--- src/rtl/rcvr_fifo.sv ---
// rcvr_fifo: serial frame receiver with an output word FIFO.
//  Hunts an HDR_W-bit header (bit 0 first) with a sliding window, captures a
//  DAT_W-bit body (MSB first) and pushes it into a FIFO_DEPTH-word FIFO that the
//  consumer drains with the reading/ready handshake.
//  Optional feature macro: RCVR_PARITY_EN adds an even-parity bit after the body;
//  frames with bad parity are dropped and flagged on parity_err for one cycle.
module rcvr_fifo #(
    parameter int               HDR_W      = 8,
    parameter logic [HDR_W-1:0] HEADER     = 8'hA5,
    parameter int               DAT_W      = 8,
    parameter int               FIFO_DEPTH = 4
) (
    input  logic                             clock,
    input  logic                             reset_n,
    input  logic                             data_in,
    input  logic                             reading,
    output logic                             ready,
    output logic                             overrun,
    output logic [DAT_W-1:0]                 data_out,
    output logic [$clog2(FIFO_DEPTH+1)-1:0]  level,
    output logic                             parity_err
);

    localparam int FILL_W = $clog2(HDR_W);
    localparam int CNT_W  = $clog2(DAT_W);
    localparam int PTR_W  = $clog2(FIFO_DEPTH);
    localparam int LVL_W  = $clog2(FIFO_DEPTH+1);

    localparam logic [FILL_W-1:0] FILL_MAX = FILL_W'(HDR_W-1);
    localparam logic [CNT_W-1:0]  CNT_LAST = CNT_W'(DAT_W-1);
    localparam logic [LVL_W-1:0]  LVL_FULL = LVL_W'(FIFO_DEPTH);

`ifdef RCVR_PARITY_EN
    typedef enum logic [1:0] {
        S_HUNT   = 2'd0,
        S_BODY   = 2'd1,
        S_PARITY = 2'd2
    } state_e;
    // The full body word must be held through the parity bit.
    localparam int BODY_W = DAT_W;

    // Odd number of ones across body + parity bit means the frame is corrupt.
    function automatic logic parity_is_odd(input logic [DAT_W:0] bits);
        return ^bits;
    endfunction
`else
    typedef enum logic [1:0] {
        S_HUNT = 2'd0,
        S_BODY = 2'd1
    } state_e;
    // The last body bit comes straight from data_in, so one bit less is stored.
    localparam int BODY_W = DAT_W - 1;
`endif

    // Frame receiver state
    state_e              state_q,   state_d;
    logic [HDR_W-2:0]    hdr_sr_q,  hdr_sr_d;
    logic [FILL_W-1:0]   fill_q,    fill_d;
    logic [BODY_W-1:0]   body_sr_q, body_sr_d;
    logic [CNT_W-1:0]    bit_cnt_q, bit_cnt_d;

    // FIFO state
    logic [DAT_W-1:0]    mem_q [FIFO_DEPTH];
    logic [PTR_W-1:0]    wr_ptr_q,  wr_ptr_d;
    logic [PTR_W-1:0]    rd_ptr_q,  rd_ptr_d;
    logic [LVL_W-1:0]    level_q,   level_d;
    logic                ready_q,   ready_d;
    logic                overrun_q, overrun_d;
    logic [DAT_W-1:0]    data_out_q, data_out_d;

    // Internal strobes
    logic [HDR_W-1:0]    hdr_win_s;
    logic [DAT_W-1:0]    body_word_s;
    logic                push_req_s;
    logic [DAT_W-1:0]    push_word_s;
    logic                pop_s;
    logic                push_ok_s;
    logic [LVL_W-1:0]    remain_s;

`ifdef RCVR_PARITY_EN
    logic                parity_bad_s;
    logic                parity_err_q;
`endif

    // Candidate header window and body word including the bit on the line now.
    assign hdr_win_s   = {data_in, hdr_sr_q};
    assign body_word_s = {body_sr_q[DAT_W-2:0], data_in};

    // Frame FSM: header hunt, body capture, optional parity bit; raises push requests.
    always_comb begin
        state_d     = state_q;
        hdr_sr_d    = hdr_sr_q;
        fill_d      = fill_q;
        body_sr_d   = body_sr_q;
        bit_cnt_d   = bit_cnt_q;
        push_req_s  = 1'b0;
        push_word_s = body_word_s;
`ifdef RCVR_PARITY_EN
        parity_bad_s = 1'b0;
`endif
        case (state_q)
            S_HUNT: begin
                hdr_sr_d = hdr_win_s[HDR_W-1:1];
                if (fill_q == FILL_MAX) begin
                    // Window is full: every cycle is a fresh match attempt, so
                    // overlapping prefixes can never hide a real header.
                    if (hdr_win_s == HEADER) begin
                        state_d   = S_BODY;
                        bit_cnt_d = {CNT_W{1'b0}};
                        fill_d    = {FILL_W{1'b0}};
                    end else begin
                        fill_d    = fill_q;
                    end
                end else begin
                    fill_d = fill_q + FILL_W'(1);
                end
            end
            S_BODY: begin
                body_sr_d = body_word_s[BODY_W-1:0];
                if (bit_cnt_q == CNT_LAST) begin
                    bit_cnt_d = {CNT_W{1'b0}};
                    fill_d    = {FILL_W{1'b0}};
`ifdef RCVR_PARITY_EN
                    state_d    = S_PARITY;
`else
                    state_d    = S_HUNT;
                    push_req_s = 1'b1;
`endif
                end else begin
                    bit_cnt_d = bit_cnt_q + CNT_W'(1);
                end
            end
`ifdef RCVR_PARITY_EN
            S_PARITY: begin
                state_d     = S_HUNT;
                fill_d      = {FILL_W{1'b0}};
                push_word_s = body_sr_q;
                if (parity_is_odd({body_sr_q, data_in})) begin
                    parity_bad_s = 1'b1;
                end else begin
                    push_req_s   = 1'b1;
                end
            end
`endif
            default: begin
                state_d   = S_HUNT;
                fill_d    = {FILL_W{1'b0}};
                bit_cnt_d = {CNT_W{1'b0}};
            end
        endcase
    end

    // FIFO control: pop/push arbitration, occupancy, overrun and next head word.
    always_comb begin
        pop_s     = reading && ready_q;
        // A full FIFO still accepts a word when the head leaves in the same cycle.
        push_ok_s = push_req_s && ((level_q != LVL_FULL) || pop_s);

        if (pop_s) begin
            rd_ptr_d = rd_ptr_q + PTR_W'(1);
        end else begin
            rd_ptr_d = rd_ptr_q;
        end

        if (push_ok_s) begin
            wr_ptr_d = wr_ptr_q + PTR_W'(1);
        end else begin
            wr_ptr_d = wr_ptr_q;
        end

        level_d  = level_q + LVL_W'(push_ok_s) - LVL_W'(pop_s);
        remain_s = level_q - LVL_W'(pop_s);
        ready_d  = (level_d != {LVL_W{1'b0}});

        // Head word is registered; when the FIFO drains to the incoming word it
        // must be taken from the push path because memory is written this edge.
        if (level_d == {LVL_W{1'b0}}) begin
            data_out_d = {DAT_W{1'b0}};
        end else if (remain_s == {LVL_W{1'b0}}) begin
            data_out_d = push_word_s;
        end else begin
            data_out_d = mem_q[rd_ptr_d];
        end

        if (reading) begin
            overrun_d = 1'b0;
        end else if (push_req_s && !push_ok_s) begin
            overrun_d = 1'b1;
        end else begin
            overrun_d = overrun_q;
        end
    end

    // Frame receiver and FIFO control registers.
    always_ff @(posedge clock or negedge reset_n) begin
        if (!reset_n) begin
            state_q    <= S_HUNT;
            hdr_sr_q   <= {(HDR_W-1){1'b0}};
            fill_q     <= {FILL_W{1'b0}};
            body_sr_q  <= {BODY_W{1'b0}};
            bit_cnt_q  <= {CNT_W{1'b0}};
            wr_ptr_q   <= {PTR_W{1'b0}};
            rd_ptr_q   <= {PTR_W{1'b0}};
            level_q    <= {LVL_W{1'b0}};
            ready_q    <= 1'b0;
            overrun_q  <= 1'b0;
            data_out_q <= {DAT_W{1'b0}};
        end else begin
            state_q    <= state_d;
            hdr_sr_q   <= hdr_sr_d;
            fill_q     <= fill_d;
            body_sr_q  <= body_sr_d;
            bit_cnt_q  <= bit_cnt_d;
            wr_ptr_q   <= wr_ptr_d;
            rd_ptr_q   <= rd_ptr_d;
            level_q    <= level_d;
            ready_q    <= ready_d;
            overrun_q  <= overrun_d;
            data_out_q <= data_out_d;
        end
    end

    // FIFO storage; validity is tracked by the pointers, so no reset is needed.
    always_ff @(posedge clock) begin
        if (push_ok_s) begin
            mem_q[wr_ptr_q] <= push_word_s;
        end
    end

`ifdef RCVR_PARITY_EN
    // One-cycle flag for a frame dropped on bad parity.
    always_ff @(posedge clock or negedge reset_n) begin
        if (!reset_n) begin
            parity_err_q <= 1'b0;
        end else begin
            parity_err_q <= parity_bad_s;
        end
    end

    assign parity_err = parity_err_q;
`else
    assign parity_err = 1'b0;
`endif

    assign ready    = ready_q;
    assign overrun  = overrun_q;
    assign data_out = data_out_q;
    assign level    = level_q;

endmodule

--- config.mk ---
export PLATFORM = sky130hd
export DESIGN_NAME = rcvr_fifo
export DESIGN_NICKNAME = d
export VERILOG_FILES = /design/src/rtl/rcvr_fifo.sv
export SDC_FILE = /design/constraint.sdc
export NUM_CORES = 1
export LEC_CHECK = 0
export ABC_CLOCK_PERIOD_IN_PS = 4000
export BUFFER_PORTS_ARGS = -buffer_cell sky130_fd_sc_hd__buf_2
export CAP_MARGIN = 20
export CORE_MARGIN = 8
export CORE_UTILIZATION = 40
export CTS_CLUSTER_SIZE = 24
export DETAILED_ROUTE_END_ITERATION = 8
export MAX_ROUTING_LAYER = met4
export PLACE_DENSITY = 0.64
export SKIP_CTS_REPAIR_TIMING = 1
export SLEW_MARGIN = 20
export SYNTH_ARGS = -nofsm -noshare
export SYNTH_HDL_FRONTEND = slang
export SYNTH_SLANG_ARGS = --single-unit
--- constraint.sdc ---
create_clock -name clock -period 4 [get_ports clock]
set_clock_uncertainty 0.15 [all_clocks]
set_input_delay 0.4 -clock clock [delete_from_list [all_inputs] [get_ports clock]]
set_output_delay 0.4 -clock clock [all_outputs]
set_load 0.02 [all_outputs]
==> qor.csv <==
stage,metric,value,unit
place,dp_hpwl,4143,um
place,port_buffers,16,
synth,yosys_warnings,0,
synth,syn_inst,235,
sta,max_freq,0.3029,GHz
cts,clkTransAtPathRegs,0.08,ns
sta,relSlewSlack,43.26,%
global_routing,grt_max_degree,39,
cts,numCtsBuffers,9,
route,first_pass_iters,4,
layout,area_growth_syn_to_layout,10.48,%
synth,synth.largest_area_cell,edfxtp_1,
synth,synth_top_area_share,30.48,%
floorplan,row_count,32,
cts,cts_max_path_buffers,2,
synth,synth_area,3153,um2
synth,yosysSeqAreaShare,60.63,%
global_routing,grt_usage,11.58,%
global_routing,antenna_found_initial,0,
pwr,power_density,655.4,nW/um2
run_status,status,"finished, final reports clean",
cts,cts_tree,done,
route,drc,0,
sta,timing.setup.tns,0,ns
synth,yosys.area_share.simple,11.19,%
global_routing,grt_pass1_wl,9860,um
layout,instances_no_fill,361,
sta,setup_viol,0,
pwr,p_leak,0.001394,uW
synth,synthFlopType,dfrtp_1,
sta,rsz0062_at_grt,no,
synth,synth_top_family_by_area,compound AO/OA/AOI/OAI gates,
worst_setup_path,endpoint_kind,register,
cts,cts.sinks,70,
worst_setup_path,critPathRequiredTime,4.04,ns
route,ant_nets,0,
layout,drive_gt1_share,20.85,%
layout,utilization,45.31,%
floorplan,die_h,104.8,um
layout,finalInstanceArea,3483,um2
floorplan,die_area,10980,um2
synth,yosys_register_bits,70,
route,vias_per_cell,5.346,
floorplan,core-area,7687,um2
route,postRouteWirelength,5935,um
synth,async_reset_ff_share,54.29,%
route,wire_per_inst,16.44,um
pwr,vdd_drop_max,387.6,uV
synth,synthAdderAreaFrac,5.000,%
global_routing,gr-total-overflow,0,
worst_setup_path,crit_fanout,13,
cts,clock-root-buffer,clkbuf_8,
sta,period_share,82.54,%
synth,synth_compound_area_share,11.98,%
synth,synth_edf_count,32,
sta,final.min_clock_period,3.302,ns
floorplan,die_w,104.8,um
synth,yosys-top-cells-area,"edfxtp_1 30%, dfrtp_1 30%, mux2_2 5.7%",
cts,clk_latency,0.34,ns
synth,yosysUniqueCellTypes,42,
synth,syn_area_per_cell,13.42,um2
layout,antennaDiodeCount,0,
cts,htreeDepth,3,
floorplan,start_util,41.02,%
worst_setup_path,crit_type,reg2reg,
synth,synth_most_common_cell,dfrtp_1,
synth,synth_nets,251,
sta,hold_viol_final,0,
place,routabilityCongestion,0.7830,
place,dp.cells,345,
synth,synth_xor_area_share,1.389,%
place,postPlaceCellArea,3318,um2
min_path,worstHoldPathType,in2async,
global_routing,grt_pass1_vias,1949,
sta,slew_violations,0,
sta,tightest_slew,0.8511,ns
worst_setup_path,startpoint_type,register,
worst_setup_path,worstPathArrival,3.34,ns
route,num_vias,1930,
layout,nets,270,
run,maxCapViolCount,0,
floorplan,pin_count,18,
synth,synthMuxAreaShare,6.349,%
route,drt-initial-drc-count,100,
synth,synth_common_cells,"38 x dfrtp_1, 32 x edfxtp_1, 24 x nand2_1",
layout make-up:
| type | count | area (um2) |
|---|---|---|
| Inverter | 10 | 40.04 |
| Multi-Input combinational cell | 144 | 1136 |
| Clock buffer | 10 | 127.6 |
| Tap cell | 102 | 127.6 |
| Sequential cell | 70 | 1912 |
| Fill cell | 715 | 4204 |
| Timing Repair Buffer | 19 | 102.6 |
| Clock inverter | 6 | 37.54 |
worst max-delay path, cell delays in order, from the launching register on:
cell       delay, ns
dfrtp_1         0.65
nand2_4         0.19
a21oi_1         0.17
buf_4           0.16
inv_1           0.05
ha_1            0.28
inv_1           0.05
ha_1            0.13
inv_1           0.05
fa_1            0.37
xnor2_1         0.19
xnor2_1         0.17
nor3_1          0.07
buf_4           0.17
a2111oi_1       0.31
routing by layer:
metal  part of all wire (%)  vias to the layer above  wire length [um]  global-route usage (%)
li1                       -                      930                 -                       -
met1                     47                      956              2813                   14.36
met2                     47                       37              2802                   17.56
met3                    4.0                        7               239                   3.317
met4                    1.3                        0                79                   4.383
met5                      0                        -                 0                       -
kinds of logic after synthesis:
family	after synthesis
compound gates	44
xor+xnor	5
mux	18
fa+ha+maj	12
simple gates	64
buf+inv	21
flops	70
other cells	1
cell usage in the layout (no fill, tap or decap), types with 9 or more instances in the layout:
cell      synthesis  final
edfxtp_1         32     32
nor2_1           10     10
inv_1             9      9
dfrtp_1          38     38
nand2_1          24     24
clkbuf_8          0      9
ha_1             11     11
buf_2             1     16
mux2_2           16     16
report_power, final:
group / switching (uW) / internal, uW
clock network: 258 / 223
registers: 147 / 900
logic: 431 / 325
state kept, by name (all words and copies together) (netlist names):
register   cells
mem_q         32
data_out       8
body_sr_q      7
hdr_sr_q       7
bit_cnt_q      3
fill_q         3
level          3
rd_ptr_q       2
wr_ptr_q       2
overrun        1
ready          1
state_q        1
stage by stage:
step                hold slack, ns  worst slack (ns)  power [uW]
detailed placement          0.3503            0.7239        1827
global placement            0.3350            0.9042        1795
CTS                        0.04959            0.7219        2312
global route                0.1004            0.4916        2434
floorplan                 -0.04559            0.8172        1596
finish                     0.02579            0.6983        2283
path summary, 6_finish.rpt:
check                                    startpoint                       end  slack [ns]  cells after the start
setup / recovery                    ready$_DFF_PN0_     data_out[4]$_DFF_PN0_        0.70                     14
min in group clock                          data_in     mem_q[0][0]$_DFFE_PP_        0.23                      1
setup reg to reg                    ready$_DFF_PN0_     data_out[4]$_DFF_PN0_        0.70                     14
hold / removal                              reset_n     data_out[6]$_DFF_PN0_        0.03                      1
hold reg to reg            bit_cnt_q[2]$_DFFE_PN0P_  bit_cnt_q[2]$_DFFE_PN0P_        0.37                      1
max in group asynchronous                   reset_n     data_out[4]$_DFF_PN0_        3.14                      1
(Power assumes the default switching activity.)
